`config.mk`:
```
export PLATFORM = sky130hd
export DESIGN_NAME = fxp_seq_mul_flat
export DESIGN_NICKNAME = d
export VERILOG_FILES = /design/src/rtl/fxp_seq_mul_if.sv /design/src/rtl/fxp_seq_mul.sv /design/src/flat_wrapper.sv
export SDC_FILE = /design/constraint.sdc
export NUM_CORES = 1
export LEC_CHECK = 0
export ABC_AREA = 1
export BUFFER_PORTS_ARGS = -buffer_cell sky130_fd_sc_hd__buf_2
export CORE_MARGIN = 2
export CORE_UTILIZATION = 61
export DETAILED_ROUTE_END_ITERATION = 6
export PLACE_DENSITY = 0.86
export SLEW_MARGIN = 20
export SYNTH_ARGS = -nofsm -noshare
export SYNTH_HDL_FRONTEND = slang
export SYNTH_SLANG_ARGS = --single-unit
```
`constraint.sdc`:
```
create_clock -name clk -period 3.53 [get_ports clk]
set_input_delay 0.5295 -clock clk [delete_from_list [all_inputs] [get_ports clk]]
set_output_delay 0.5295 -clock clk [all_outputs]
set_load 0.02 [all_outputs]
```
`src/rtl/fxp_seq_mul_if.sv`:
```
// Operand/result handshake bundle for the sequential fixed-point multiplier.
// master drives operands and result acceptance; slave is the multiplier.
interface fxp_seq_mul_if #(
  parameter int IW = 8,
  parameter int FW = 8
);
  localparam int W = IW + FW;

  logic             in_valid;
  logic             in_ready;
  logic             in_signed;
  logic [W-1:0]     a;
  logic [W-1:0]     b;
  logic             out_valid;
  logic             out_ready;
  logic [2*W-1:0]   prod_full;
  logic [W-1:0]     prod;
  logic             ovf;

  modport master (
    output in_valid, in_signed, a, b, out_ready,
    input  in_ready, out_valid, prod_full, prod, ovf
  );

  modport slave (
    input  in_valid, in_signed, a, b, out_ready,
    output in_ready, out_valid, prod_full, prod, ovf
  );
endinterface

```
`src/rtl/fxp_seq_mul.sv`:
```
// Shift-add IW.FW multiplier, one multiplier bit per clock, signed/unsigned per transaction.
// Yields the exact 2IW.2FW product and a rounded, saturated IW.FW product.
module fxp_seq_mul #(
  parameter int IW         = 8,
  parameter int FW         = 8,
  parameter bit EARLY_EXIT = 1'b0
) (
  input  logic         clk,
  input  logic         rst,
  fxp_seq_mul_if.slave bus,
  output logic         busy
);
  localparam int W  = IW + FW;
  localparam int CW = $clog2(W);

  typedef enum logic [1:0] {IDLE, RUN, FIX, DONE} state_t;

  state_t         state, state_next;
  logic           sign, mode;
  logic [2*W-1:0] mcand, acc;
  logic [W-1:0]   mplier;
  logic [CW-1:0]  cnt;
  logic           run_last;
  logic [W-1:0]   a_mag, b_mag;
  logic [2*W-1:0] full;
  logic [W+IW:0]  rnd;
  logic           ovf_s, ovf_u, ovf_n;
  logic [W-1:0]   prod_n;

  always_ff @(posedge clk or negedge rst) begin
    if (!rst) state <= IDLE;
    else      state <= state_next;
  end

  always_comb begin
    state_next    = state;
    bus.in_ready  = 1'b0;
    bus.out_valid = 1'b0;
    busy          = 1'b1;
    run_last      = (cnt == CW'(W-1)) || (EARLY_EXIT && (mplier[W-1:1] == '0));
    case (state)
      IDLE: begin
        bus.in_ready = 1'b1;
        busy         = 1'b0;
        if (bus.in_valid) state_next = RUN;
      end
      RUN:  if (run_last) state_next = FIX;
      FIX:  state_next = DONE;
      DONE: begin
        bus.out_valid = 1'b1;
        if (bus.out_ready) state_next = IDLE;
      end
      default: state_next = IDLE;
    endcase
  end

  always_comb begin
    a_mag = (bus.in_signed && bus.a[W-1]) ? -bus.a : bus.a;
    b_mag = (bus.in_signed && bus.b[W-1]) ? -bus.b : bus.b;
  end

  // Rounding folded into the shift: floor((x + 2^(FW-1)) / 2^FW) == (x >>> FW) + x[FW-1],
  // evaluated one bit wider than the product so the rounding carry reaches the range test.
  always_comb begin
    full   = sign ? -acc : acc;
    rnd    = {mode & full[2*W-1], full[2*W-1:FW]} + (W+IW+1)'(full[FW-1]);
    ovf_s  = ~((&rnd[W+IW:W-1]) | ~(|rnd[W+IW:W-1]));
    ovf_u  = |rnd[W+IW:W];
    prod_n = rnd[W-1:0];
    if (mode) begin
      ovf_n = ovf_s;
      if (ovf_s) prod_n = rnd[W+IW] ? {1'b1, {(W-1){1'b0}}} : {1'b0, {(W-1){1'b1}}};
    end else begin
      ovf_n = ovf_u;
      if (ovf_u) prod_n = '1;
    end
  end

  always_ff @(posedge clk or negedge rst) begin
    if (!rst) begin
      sign          <= 1'b0;
      mode          <= 1'b0;
      mcand         <= '0;
      mplier        <= '0;
      acc           <= '0;
      cnt           <= '0;
      bus.prod_full <= '0;
      bus.prod      <= '0;
      bus.ovf       <= 1'b0;
    end else begin
      case (state)
        IDLE: if (bus.in_valid) begin
          mode   <= bus.in_signed;
          sign   <= bus.in_signed & (bus.a[W-1] ^ bus.b[W-1]);
          mcand  <= {{W{1'b0}}, a_mag};
          mplier <= b_mag;
          acc    <= '0;
          cnt    <= '0;
        end
        RUN: begin
          if (mplier[0]) acc <= acc + mcand;
          mcand  <= mcand << 1;
          mplier <= mplier >> 1;
          cnt    <= cnt + CW'(1);
        end
        FIX: begin
          bus.prod_full <= full;
          bus.prod      <= prod_n;
          bus.ovf       <= ovf_n;
        end
        default: ;
      endcase
    end
  end
endmodule
```
`src/flat_wrapper.sv`:
```
// flat-port wrapper written by rule: the top's interface ports become plain ports
module fxp_seq_mul_flat 
#(
  parameter int IW         = 8,
  parameter int FW         = 8,
  parameter bit EARLY_EXIT = 1'b0
)
  (clk, rst, busy, bus_in_valid, bus_in_signed, bus_a, bus_b, bus_out_ready, bus_in_ready, bus_out_valid, bus_prod_full, bus_prod, bus_ovf);
  fxp_seq_mul_if #(.IW(IW), .FW(FW)) bus_i ();
  input  logic clk;
  input  logic rst;
  output logic busy;
  input wire logic [$bits(bus_i.in_valid)-1:0] bus_in_valid;
  input wire logic [$bits(bus_i.in_signed)-1:0] bus_in_signed;
  input wire logic [$bits(bus_i.a)-1:0] bus_a;
  input wire logic [$bits(bus_i.b)-1:0] bus_b;
  input wire logic [$bits(bus_i.out_ready)-1:0] bus_out_ready;
  output wire logic [$bits(bus_i.in_ready)-1:0] bus_in_ready;
  output wire logic [$bits(bus_i.out_valid)-1:0] bus_out_valid;
  output wire logic [$bits(bus_i.prod_full)-1:0] bus_prod_full;
  output wire logic [$bits(bus_i.prod)-1:0] bus_prod;
  output wire logic [$bits(bus_i.ovf)-1:0] bus_ovf;
  assign bus_i.in_valid = bus_in_valid;
  assign bus_i.in_signed = bus_in_signed;
  assign bus_i.a = bus_a;
  assign bus_i.b = bus_b;
  assign bus_i.out_ready = bus_out_ready;
  assign bus_in_ready = bus_i.in_ready;
  assign bus_out_valid = bus_i.out_valid;
  assign bus_prod_full = bus_i.prod_full;
  assign bus_prod = bus_i.prod;
  assign bus_ovf = bus_i.ovf;
  fxp_seq_mul #(.IW(IW), .FW(FW), .EARLY_EXIT(EARLY_EXIT)) u_core (.clk(clk), .rst(rst), .bus(bus_i), .busy(busy));
endmodule
```
Word-level counts from Yosys, hierarchy flattened
Cells that the tools add are included.
Cells by class
  add/sub/neg operators: 6
  mux-type cells: 24
  equal/unequal tests: 8
  bitwise gates (word level): 6
  reduce and logical (&&, ||, !) cells: 11
Operator list (count)
  2-to-1 mux 32 bit: 4
  case mux 32 bit (2 select lines): 2
  2-to-1 mux 16 bit: 7
  adder 32 bit: 1
  negator 16 bit: 2
  negator 32 bit: 1
  case mux 16 bit (2 select lines): 1
  adder 25 x 1 -> 25 bit: 1
  AND reduction 10 bit: 1
  OR reduction 10 bit: 1
  OR reduction 9 bit: 1
  case mux 2 bit (4 select lines): 1
  case mux 4 bit (2 select lines): 1
  2-to-1 mux 2 bit: 3
  AND reduction 3 bit: 2
  adder 4 x 1 -> 4 bit (second input constant): 1
  equality test 2 bit (second input constant): 2
  equality test 4 bit (second input constant): 1
  2-to-1 mux 1 bit: 4
  2-to-1 mux 4 bit: 1
  inequality test 2 x 1 -> 1 bit (second input constant): 2
  inequality test 2 bit (second input constant): 2
  AND reduction 2 bit: 2
  AND 1 bit: 2
  other kinds (7): 9
Storage, ports and cells
  register bits: 137
  output and inout port bits: 52
  input port bits: 37

Logic depth before layout (Yosys ltp)
  depth in word-level cells: 9
  gate-level depth with buffers: 26
  depth with buffers taken out: 25

Worst setup path after synthesis
OpenSTA, ideal clock, no wires.
  path type: register to register
  start point: register u_core.sign
  end point: register u_core.bus.prod[7]
  data required time: 3413 ps
  arrival: 3064 ps
  period minus slack after synthesis: 3180 ps
  path buffers: 4
  slack: 350 ps
  stages on the path, launching flop included: 23
  cell sequence: dfrtp_1 -> buf_2 -> buf_4 -> buf_2 -> inv_1 -> nor2_1 -> xor2_1 -> ha_1 -> ha_1 -> nand3_4 -> nor2_8 -> nand3_2 -> nor2_1 -> nand2_1 -> nand2_1 -> nand2_1 -> nor2_2 -> nand4_4 -> buf_6 -> nor2_1 -> nor2_1 -> nand2_1 -> nand2_1
Between the ends
  elaborated cells on any way between the ends: 12
  classes of those cells: 1 x add/sub; 5 x mux; 3 x bitwise; 3 x reduce/logical
RTL lines
  start, declared: line fxp_seq_mul.sv:19  | logic sign, mode;
  start signal, assigned: line fxp_seq_mul.sv:94  | sign <= bus.in_signed & (bus.a[W-1] ^ bus.b[W-1]);
  2-to-1 mux 32 bit *: line fxp_seq_mul.sv:65  | full = sign ? -acc : acc;
  via u_core.full[7]: line fxp_seq_mul.sv:25  | logic [2*W-1:0] full;
  adder 25 x 1 -> 25 bit *: line fxp_seq_mul.sv:66  | rnd = {mode & full[2*W-1], full[2*W-1:FW]} + (W+IW+1)'(full[FW-1]);
  OR reduction 10 bit: line fxp_seq_mul.sv:67  | ovf_s = ~((&rnd[W+IW:W-1]) | ~(|rnd[W+IW:W-1]));
  inverter 1 bit: line fxp_seq_mul.sv:67
  OR 1 bit: line fxp_seq_mul.sv:67
  2-to-1 mux 16 bit: line fxp_seq_mul.sv:72  | if (ovf_s) prod_n = rnd[W+IW] ? {1'b1, {(W-1){1'b0}}} : {1'b0, {(W-1){1'b1}}};
  2-to-1 mux 16 bit *: line fxp_seq_mul.sv:70  | if (mode) begin
  end signal, assigned: line fxp_seq_mul.sv:108  | bus.prod <= prod_n;
  end, declared: line fxp_seq_mul_if.sv:27  | output in_ready, out_valid, prod_full, prod, ovf
The timed path passes the listed nets; every way through them passes the cells marked *.
A chain may end at the register's enable or synchronous reset.

Worst setup path in the final report
  start point: register u_core.acc[1]
  end point: register u_core.bus.prod[6]
Between the ends
  elaborated cells on any way between the ends: 13
  classes of those cells: 2 x add/sub; 5 x mux; 3 x bitwise; 3 x reduce/logical
RTL lines
  start, declared: line fxp_seq_mul.sv:20  | logic [2*W-1:0] mcand, acc;
  start signal, assigned: line fxp_seq_mul.sv:101  | if (mplier[0]) acc <= acc + mcand;
  negator 32 bit *: line fxp_seq_mul.sv:65
  2-to-1 mux 32 bit *: line fxp_seq_mul.sv:65
  via u_core.full[8]: line fxp_seq_mul.sv:25
  adder 25 x 1 -> 25 bit *: line fxp_seq_mul.sv:66
  OR reduction 10 bit: line fxp_seq_mul.sv:67
  inverter 1 bit: line fxp_seq_mul.sv:67
  OR 1 bit: line fxp_seq_mul.sv:67
  2-to-1 mux 16 bit: line fxp_seq_mul.sv:72
  2-to-1 mux 16 bit *: line fxp_seq_mul.sv:70
Marks and branches as above.

==> flow_summary_export.csv <==
group,metric,value,unit
timing,clock-skew-final,0.0108,ns
synthesis,yosysWarnings,0,
min_path,holdCritPathClass,"input port to asynchronous set/reset pin",
timing,slew_viol_final,0,
critical_path,worstPathMaxFanout,8,
floorplanning,core,0.0159,mm^2
timing,period_needed,3.43,ns
cells_and_area,layout-drive-gt1-share,16.5,%
synthesis,synth_top_area_share,34.2,%
timing,hold_viol,0,
synthesis,synth_cell_type_count,53,
global_routing,antenna_found_initial,0,
synthesis,synth_most_common_cell,"nand2_1",
critical_path,worstPathCellList,"inv_2 > ha_2 > nand2_4 > o21ai_4 > xor2_2 > ha_2 > ha_4 > nand3_4 > nor2_8 > nand3_4 > nor2_2 > nand2_1 > nand2_1 > nand2_1 > nor2_4 > nand4_4 > nor2_1 > nor2_1 > nand2_1 > nand2_1",
cells_and_area,antennaDiodeCount,0,
timing,fin_crit_sh,97.0,%
route,wl_per_cell,15.1,um
pwr,p_leak,5.75,nW
synthesis,synth_seq_area_share,34.2,%
synthesis,async_reset_ff_share,100,%
critical_path,crit_type,"flip-flop to flip-flop",
clocking,root_buffer,"clkbuf_16",
pwr,total_power,12.4,mW
floorplanning,num_rows,46,
route,vias,9717,
flow_run,maxCapViolCount,0,
clocking,cts_tree,"done",
synthesis,synth_edf_count,0,
timing,tightest_slew,0.910,ns
clocking,hold_buffers,0,
outcome,status,"complete, no violations",
global_routing,grt_max_degree,73,
cells_and_area,area_delta_synth_final,13.6,%
clocking,htreeDepth,4,
pwr,power.density,1090,mW/mm^2
timing,setup_viol,0,
floorplanning,io-pin-count,89,
timing,slew_headroom,39.3,%
route,drc_errors,0,
cells_and_area,nNetsFinal,1579,
critical_path,endpoint_kind,"flip-flop",
clocking,cts.clk_slew.worst_paths,0.06,ns
pwr,ir_drop,0.00115,V
global_routing,grt.busiest_layer,"met2",
cells_and_area,multi_input_area,0.00596,mm^2
global_routing,grt_usage,30.0,%
synthesis,yosysTopAreaCell,"dfrtp_1",
timing,fin_ws,0.105,ns
cells_and_area,fillers,1305,
floorplanning,dieArea,0.0175,mm^2
floorplanning,start_util,62.8,%
synthesis,synth.avg_cell_area,7.07,um^2
route,vias_per_cell,5.62,
place,gp_routability_congestion,0.932,
cells_and_area,seq_area,0.00343,mm^2
synthesis,yosys_register_bits,137,
clocking,worstSkewPairLatency,0.43,ns
place,dp_slack,0.0877,ns
critical_path,path_common_cell,"nand2_1",
synthesis,synthCells,1418,
global_routing,grt_pass1_vias,8871,
global_routing,met1_usage,41.8,%
timing,timing.fmax,292,MHz
critical_path,cp_slowest_cell,"dfrtp_2",
place,dp_hpwl,19.1,mm
clocking,cts_sinks,137,
global_routing,met2_usage,48.8,%
clocking,cts_inserted_buffers,17,
clocking,clock_path_buffers,2,
synthesis,synth.area.top_cells,"dfrtp_1, nand2_1, nor2_1",
critical_path,required,3.85,ns
critical_path,crit_arrival,3.75,ns
synthesis,syn-num-nets,1497,
global_routing,gr-total-overflow,0,
synthesis,synth_flop_cell,"dfrtp_1",
floorplanning,die_x,132,um
route,drtIter0Drc,706,
global_routing,grt_util_met3,3.92,%
synthesis,syn_area,0.0100,mm^2
route,drtPass1Iterations,5,
place,portBuffers,88,
floorplanning,die_h,132,um
synthesis,yosys-top-cells-count,"nand2_1, nor2_1, dfrtp_1",
route,ant_nets,0,
route,totalWireLength,26.1,mm
critical_path,slowest_delay,0.45,ns
global_routing,grt_pass1_wl,43.1,mm
critical_path,start_kind,"flip-flop",
-- layout make-up --
type	count	area share (%)
Sequential cell	137	30.1
Clock inverter	12	1.21
Timing Repair Buffer	103	5.13
Multi-Input combinational cell	1098	52.4
Clock buffer	20	4.01
Inverter	143	4.77
Tap cell	216	2.37
-- per-stage QoR --
| step | cells | hold WS [ns] | utilization (%) | cell area (um^2) | setup TNS (ns) |
|---|---|---|---|---|---|
| global placement | 1692 | 0.459 | 66.9 | 10700 | 0 |
| detailed placement | 1692 | 0.460 | 66.9 | 10700 | 0 |
| CTS | 1725 | 0.0795 | 70.8 | 11300 | 0 |
| global route | 1729 | 0.114 | 71.4 | 11400 | -0.122 |
| finish | 1729 | 0.0635 | 71.4 | 11400 | 0 |
| floorplan | 1418 | 0.234 | - | 10000 | 0 |
-- power breakdown --
part	internal [mW]	switching, mW
logic	2.43	5.29
registers	2.25	0.581
clock network	1.08	0.721
-- logic make-up (layout without fill, tap and decap cells) --
group | count (synthesis) | count (layout) | synth area share, %
AO/OA/AOI/OAI | 265 | 265 | 15.2
XOR/XNOR | 41 | 41 | 3.58
adder cells (fa/ha/maj) | 42 | 42 | 5.32
buffers and inverters | 184 | 278 | 7.29
flip-flops | 137 | 137 | 34.2
AND/OR/NAND/NOR | 749 | 750 | 34.4
-- per-layer routing --
metal	vias up	routed length (um)
li1	4823	-
met1	4504	11900
met2	339	12200
met3	51	1420
met4	0	574
met5	-	0
-- placed cells by master (no fill, tap or decap), types with 6 or more instances in the layout --
master	synthesis	layout
ha_1	41	38
nand2_2	33	32
clkbuf_16	0	17
nand2_1	401	401
nor2_8	6	6
inv_1	136	134
a31oi_1	16	16
nor2_2	15	22
nand3_2	8	8
nor3_1	15	15
o211ai_1	13	13
nand3_4	7	7
o31ai_1	6	6
nand4_1	13	13
buf_2	4	87
nand2_4	13	14
nand3_1	53	53
o21ai_0	93	93
xor2_1	31	30
nor2_1	174	165
buf_4	1	13
o22ai_1	34	34
dfrtp_1	137	134
a21oi_1	70	69
xnor2_1	10	10
-- worst max-delay path: cells and delay by family, from the launching register on --
family | cells | cell delay [ns]
AND/OR/NAND/NOR | 14 | 1.78
adder cells (fa/ha/maj) | 3 | 0.63
AO/OA/AOI/OAI | 1 | 0.18
XOR/XNOR | 1 | 0.18
buffers and inverters | 1 | 0.09
flip-flops | 1 | 0.45
-- state kept, by name (all words and copies together) (netlist names) --
name                  count
u_core.acc               32
u_core.bus.ovf            1
u_core.bus.prod          16
u_core.bus.prod_full     32
u_core.cnt                4
u_core.mcand             32
u_core.mode               1
u_core.mplier            16
u_core.sign               1
u_core.state              2
-- worst paths after layout --
| path | from | end | slack (ns) | cells after the start |
|---|---|---|---|---|
| worst max register to register | u_core.acc[1] | u_core.bus.prod[6] | 0.10 | 20 |
| worst max-delay path | u_core.acc[1] | u_core.bus.prod[6] | 0.10 | 20 |
| worst min register to register | u_core.bus.prod[12] | u_core.bus.prod[12] | 0.47 | 2 |
| worst min-delay path | rst | u_core.bus.prod[15] | 0.06 | 1 |
| max in group asynchronous | rst | u_core.mcand[13] | 2.71 | 2 |
| min in group clk | bus_a[15] | u_core.mcand[15] | 0.39 | 3 |
-- what timing repair did --
| action | CTS | global route |
|---|---|---|
| buffers inserted | 0 | 4 |
| setup endpoints to repair | 4 | 20 |
| pin swaps | 1 | 8 |
| gates resized for setup | 3 | 22 |
| cloned | 1 | 0 |
Power figures use the tool's default switching activity.
